--- src/rtl/write_back_arbiter.sv ---
// -----------------------------------------------------------------------------
// write_back_arbiter
//
// Merges register-file writes from the ALU result path and the memory-load
// path onto the single regFile write port. ALU results win every cycle they
// are present and are never stalled; load results are buffered in a small
// FIFO behind a valid/ready handshake and drain in arrival order whenever the
// ALU leaves the port idle. A combinational query port reports whether a
// register still has a write in flight (queued or sitting in the output
// register) so decode can stall on RAW/WAW hazards.
//
// Register 0 is hardwired zero: requests targeting it are accepted and
// dropped, so they never occupy a FIFO slot or drive the write port.
//
// Ports
//   clk_i           clock, all state updates on the rising edge
//   rstN_i          asynchronous active-low reset
//   aluValid_i      ALU result present this cycle
//   aluReg_i        ALU destination register
//   aluData_i       ALU result data
//   memValid_i      load result offered
//   memReady_o      FIFO can accept (occupancy only, never depends on valid)
//   memReg_i        load destination register
//   memData_i       load data
//   queryReg_i      register index to check for pending writes
//   queryPending_o  a write to queryReg_i is still in flight (combinational)
//   writeEnable_o   registered regFile write enable
//   writeReg_o      registered regFile write index
//   writeData_o     registered regFile write data
//   count_o         current FIFO occupancy
// -----------------------------------------------------------------------------
module write_back_arbiter #(
   parameter int n     = 32,
   parameter int r     = 7,
   parameter int DEPTH = 4
) (
   input  logic                     clk_i,
   input  logic                     rstN_i,
   input  logic                     aluValid_i,
   input  logic [r-1:0]             aluReg_i,
   input  logic [n-1:0]             aluData_i,
   input  logic                     memValid_i,
   output logic                     memReady_o,
   input  logic [r-1:0]             memReg_i,
   input  logic [n-1:0]             memData_i,
   input  logic [r-1:0]             queryReg_i,
   output logic                     queryPending_o,
   output logic                     writeEnable_o,
   output logic [r-1:0]             writeReg_o,
   output logic [n-1:0]             writeData_o,
   output logic [$clog2(DEPTH):0]   count_o
);

   localparam int AW = $clog2(DEPTH);
   localparam int CW = AW + 1;
   localparam logic [CW-1:0] FULL_CNT = CW'(DEPTH);

   // FIFO storage. Payload carries no reset; only the valid bits matter for
   // the hazard query and they are cleared asynchronously.
   logic [r-1:0]     ent_reg_q  [DEPTH];
   logic [n-1:0]     ent_data_q [DEPTH];
   logic [DEPTH-1:0] ent_valid_q, ent_valid_d;

   logic [AW-1:0]    head_q, head_d;
   logic [AW-1:0]    tail_q, tail_d;
   logic [CW-1:0]    count_q, count_d;

   logic             we_q, we_d;
   logic [r-1:0]     wreg_q, wreg_d;
   logic [n-1:0]     wdata_q, wdata_d;

   logic             alu_sel;
   logic             fifo_empty;
   logic             fifo_full;
   logic             mem_ready;
   logic             push;
   logic             pop;
   logic             query_hit;

   // --------------------------------------------------------------------------
   // Handshake and arbitration decisions
   // --------------------------------------------------------------------------
   always_comb begin
      fifo_empty = (count_q == '0);
      fifo_full  = (count_q == FULL_CNT);

      // Readiness is purely occupancy based: a pop in the same cycle does not
      // reopen a full FIFO, which keeps memReady free of any path from the
      // ALU inputs.
      mem_ready  = rstN_i && !fifo_full;

      alu_sel    = aluValid_i && (aluReg_i != '0);

      // Writes to register 0 complete the handshake but are never stored.
      push       = memValid_i && mem_ready && (memReg_i != '0);

      // Pop is based on registered occupancy, so an entry written this edge
      // cannot leave until the next one (no bypass).
      pop        = !alu_sel && !fifo_empty;
   end

   // --------------------------------------------------------------------------
   // Next-state: output register, pointers, occupancy, valid bits
   // --------------------------------------------------------------------------
   always_comb begin
      we_d        = 1'b0;
      wreg_d      = wreg_q;
      wdata_d     = wdata_q;
      head_d      = head_q;
      tail_d      = tail_q;
      count_d     = count_q;
      ent_valid_d = ent_valid_q;

      if (alu_sel) begin
         we_d    = 1'b1;
         wreg_d  = aluReg_i;
         wdata_d = aluData_i;
      end else if (pop) begin
         we_d    = 1'b1;
         wreg_d  = ent_reg_q[head_q];
         wdata_d = ent_data_q[head_q];
      end

      if (pop) begin
         ent_valid_d[head_q] = 1'b0;
         head_d              = head_q + AW'(1);
      end

      // Push and pop never target the same slot: a pop needs count >= 1 and
      // a push needs count < DEPTH, so head != tail whenever both happen.
      if (push) begin
         ent_valid_d[tail_q] = 1'b1;
         tail_d              = tail_q + AW'(1);
      end

      unique case ({push, pop})
         2'b10:   count_d = count_q + CW'(1);
         2'b01:   count_d = count_q - CW'(1);
         default: count_d = count_q;
      endcase
   end

   // --------------------------------------------------------------------------
   // State registers
   // --------------------------------------------------------------------------
   always_ff @(posedge clk_i or negedge rstN_i) begin
      if (!rstN_i) begin
         we_q        <= 1'b0;
         wreg_q      <= '0;
         wdata_q     <= '0;
         head_q      <= '0;
         tail_q      <= '0;
         count_q     <= '0;
         ent_valid_q <= '0;
      end else begin
         we_q        <= we_d;
         wreg_q      <= wreg_d;
         wdata_q     <= wdata_d;
         head_q      <= head_d;
         tail_q      <= tail_d;
         count_q     <= count_d;
         ent_valid_q <= ent_valid_d;
      end
   end

   always_ff @(posedge clk_i) begin
      if (push) begin
         ent_reg_q[tail_q]  <= memReg_i;
         ent_data_q[tail_q] <= memData_i;
      end
   end

   // --------------------------------------------------------------------------
   // Hazard query: any queued load or the write currently on the port
   // --------------------------------------------------------------------------
   always_comb begin
      query_hit = 1'b0;
      for (int i = 0; i < DEPTH; i++) begin
         if (ent_valid_q[i] && (ent_reg_q[i] == queryReg_i)) begin
            query_hit = 1'b1;
         end
      end
      if (we_q && (wreg_q == queryReg_i)) begin
         query_hit = 1'b1;
      end
      queryPending_o = (queryReg_i != '0) && query_hit;
   end

   assign memReady_o    = mem_ready;
   assign writeEnable_o = we_q;
   assign writeReg_o    = wreg_q;
   assign writeData_o   = wdata_q;
   assign count_o       = count_q;

endmodule

--- config.mk ---
export PLATFORM = sky130hd
export DESIGN_NAME = write_back_arbiter
export DESIGN_NICKNAME = d
export VERILOG_FILES = /design/src/rtl/write_back_arbiter.sv
export SDC_FILE = /design/constraint.sdc
export NUM_CORES = 1
export LEC_CHECK = 0
export CORE_MARGIN = 5
export CORE_UTILIZATION = 30
export DETAILED_ROUTE_END_ITERATION = 6
export HOLD_SLACK_MARGIN = 0.03
export PLACE_DENSITY = 0.61
export SLEW_MARGIN = 15
export SYNTH_ARGS = -nofsm -noshare
export SYNTH_HDL_FRONTEND = slang
export SYNTH_SLANG_ARGS = --single-unit
export TNS_END_PERCENT = 1
--- constraint.sdc ---
create_clock -name clk_i -period 2.1 [get_ports clk_i]
set_input_delay 0.42 -clock clk_i [delete_from_list [all_inputs] [get_ports clk_i]]
set_output_delay 0.42 -clock clk_i [all_outputs]
set_load 0.005 [all_outputs]
==> impl_metrics.ini <==
[global_routing]
met1_usage_pct = 15.6
antenna_found_initial = 0
grt_pass1_wl_mm = 30.2
grt_pass1_vias = 5265
met3_usage_pct = 2.87
gr-total-overflow = 0
track_usage_pct = 11.6
grt_max_degree = 73
grt_use_met2_pct = 19.3
grt-busiest-layer = met2

[synthesis]
synth_cell_types = 35
synth_nets = 598
synth_edf_count = 156
synth_area_per_cell_um2 = 17.4
synth-seq-cells = 207
seq_area_frac_synth_pct = 68.8
yosysWarnings = 0
synth_cells = 499
synthFlopType = edfxtp_1
syn-cell-area_mm2 = 0.00866
ys_async_sr_fraction_pct = 24.6

[clock_network]
cts_tree = yes
cts_buffers = 24
clk-insertion-delay-late_ps = 510
cts_htree_levels = 1
cts_hold_buf = 0
cts_max_path_buffers = 3
cts.sinks = 207
cts.clk_slew.worst_paths_ps = 60
root_buffer = clkbuf_16

[timing]
fmax_mhz = 438
tightest_slew_ps = 760
clock_skew_ps = 10.7
relSlewSlack_pct = 49.3
fin_crit_ps = 2290
min_period_over_period_pct = 109
rsz0062_at_grt = yes
whs_ps = 174
finalSetupViolations = 1
fin_ws_ps = -186
slew_viol_final = 0
hold_viol_final = 0

[placement]
placed_cells = 1034
port_buffers = 133
dp_worst_setup_slack_ps = -597
post-dp-hpwl_mm = 13.0
gp_congestion = 0.800

[drt]
routedWlPerCell_um = 17.4
via_per_inst = 4.41
vias = 4762
drt_iter0_drc = 243
drc = 0
antenna_left = 0
drt-pass1-iter-count = 4
wl_mm = 18.8

[pwr]
p_per_area_mw_per_mm2 = 1180
leakage_uw = 0.00411
p_total_uw = 13700
ir_drop_mv = 0.621

[layout]
area_growth_pct = 33.5
n_antenna_cell = 0
final_cell_mix = edfxtp_1 (156), clkdlybuf4s50_1 (119), dfrtp_1 (49)
final_common_cell = edfxtp_1
fin_util_pct = 40.4
final_nets = 776
final_cells = 1079
drive_gt1_share_pct = 19.9

[die]
start_util_pct = 30.2
die_x_um = 180
core-area_mm2 = 0.0286
fp-row-count = 62
die-area_mm2 = 0.0324
die_y_um = 180
ios = 134

[worst_setup_path]
critPathKind = in2out
cp-start-kind = input port
worstPathArrival_ps = 1870
critical_path_required_ps = 1680
crit_fanout = 5
cp-end-kind = primary output

[hold_path]
hold_class = in2async

[outcome]
status = finished with violations
violations = negative setup slack

[job]
drv_cap = 0
==> sequential cells by signal, indices dropped and copies added (netlist names) <==
| signal | count |
|---|---|
| writeReg_o | 7 |
| writeData_o | 32 |
| count_o | 3 |
| ent_reg_q | 28 |
| ent_data_q | 128 |
| writeEnable_o | 1 |
| ent_valid_q | 4 |
| tail_q | 2 |
| head_q | 2 |
==> per-stage QoR <==
step | setup TNS, ps | instance area, µm²
after CTS | -138 | 11500
after detailed placement | -41750 | 10700
after floorplan | 0 | 8670
after global placement | -35320 | 10700
after global routing | -324 | 11600
final | -186 | 11600
==> worst max-delay path: stages <==
cell,delay [ps]
clkdlybuf4s50_1,530
buf_6,150
xnor2_1,120
nand4_1,110
nor2_1,140
nor3_2,70
a31oi_1,180
buf_2,140
==> final cells by class <==
| class | instances | area, µm² |
|---|---|---|
| flip-flops and latches | 207 | 5970 |
| repair buffers | 181 | 1830 |
| fillers | 2605 | 17100 |
| clock buffers | 29 | 619 |
| well taps | 384 | 480 |
| clock inverters | 15 | 179 |
| multi-input cells | 254 | 2450 |
| inverters | 9 | 33.8 |
==> cell families (layout without fill, tap and decap cells) <==
group | Yosys count | after routing | share of synthesized area, %
fa+ha+maj | 10 | 10 | 1.53
simple gates | 77 | 77 | 4.49
compound gates | 48 | 48 | 3.15
mux | 79 | 79 | 14.8
xor+xnor | 40 | 40 | 4.05
flops | 207 | 207 | 68.8
buf+inv | 38 | 234 | 3.16
==> metal layers <==
layer	routed length [µm]	vias up
met5	0	-
met4	264	0
met3	1100	28
met2	9090	126
met1	8320	2349
li1	-	2259
==> cells in the mapped netlist (6+ instances only) <==
cell        n  share of area [%]
nand2_1    46                2.0
edfxtp_1  156                 54
clkbuf_1   10               0.43
ha_1        9                1.3
xnor2_1    26                2.6
o21ai_1    39                2.3
mux2i_1    40                4.6
buf_2       8               0.46
nor2_1      6               0.26
xor2_1     14                1.4
nand4_1     8               0.58
inv_1       8               0.35
dfrtp_1    51                 15
mux4_2     39                 10
==> power by group <==
group	total, µW	switching (µW)	internal [µW]
clock	4170	1580	2590
combinational	4000	1740	2260
sequential	5490	371	5120
total	13700	3700	9960
==> final timing paths <==
check | start | end | slack, ps | depth (start not counted)
setup reg to reg | count_o[1]$_DFFE_PN0P_ | count_o[2]$_DFFE_PN0P_ | 200 | 10
setup / recovery | queryReg_i[3] | queryPending_o | -190 | 8
min in group clk_i | aluReg_i[5] | writeReg_o[5]$_DFFE_PN0P_ | 240 | 3
max in group asynchronous | rstN_i | head_q[0]$_DFFE_PN0N_ | 1340 | 2
hold reg to reg | ent_valid_q[2]$_DFF_PN0_ | ent_valid_q[2]$_DFF_PN0_ | 530 | 1
hold / removal | rstN_i | writeData_o[25]$_DFFE_PN0P_ | 170 | 2
==> timing repair <==
action	CTS	global route
setup buffers	1	0
endpoints found under the setup margin	2	3
pin swaps	4	4
gates resized for setup	13	7
No activity file was read; power rests on OpenSTA's default activity.
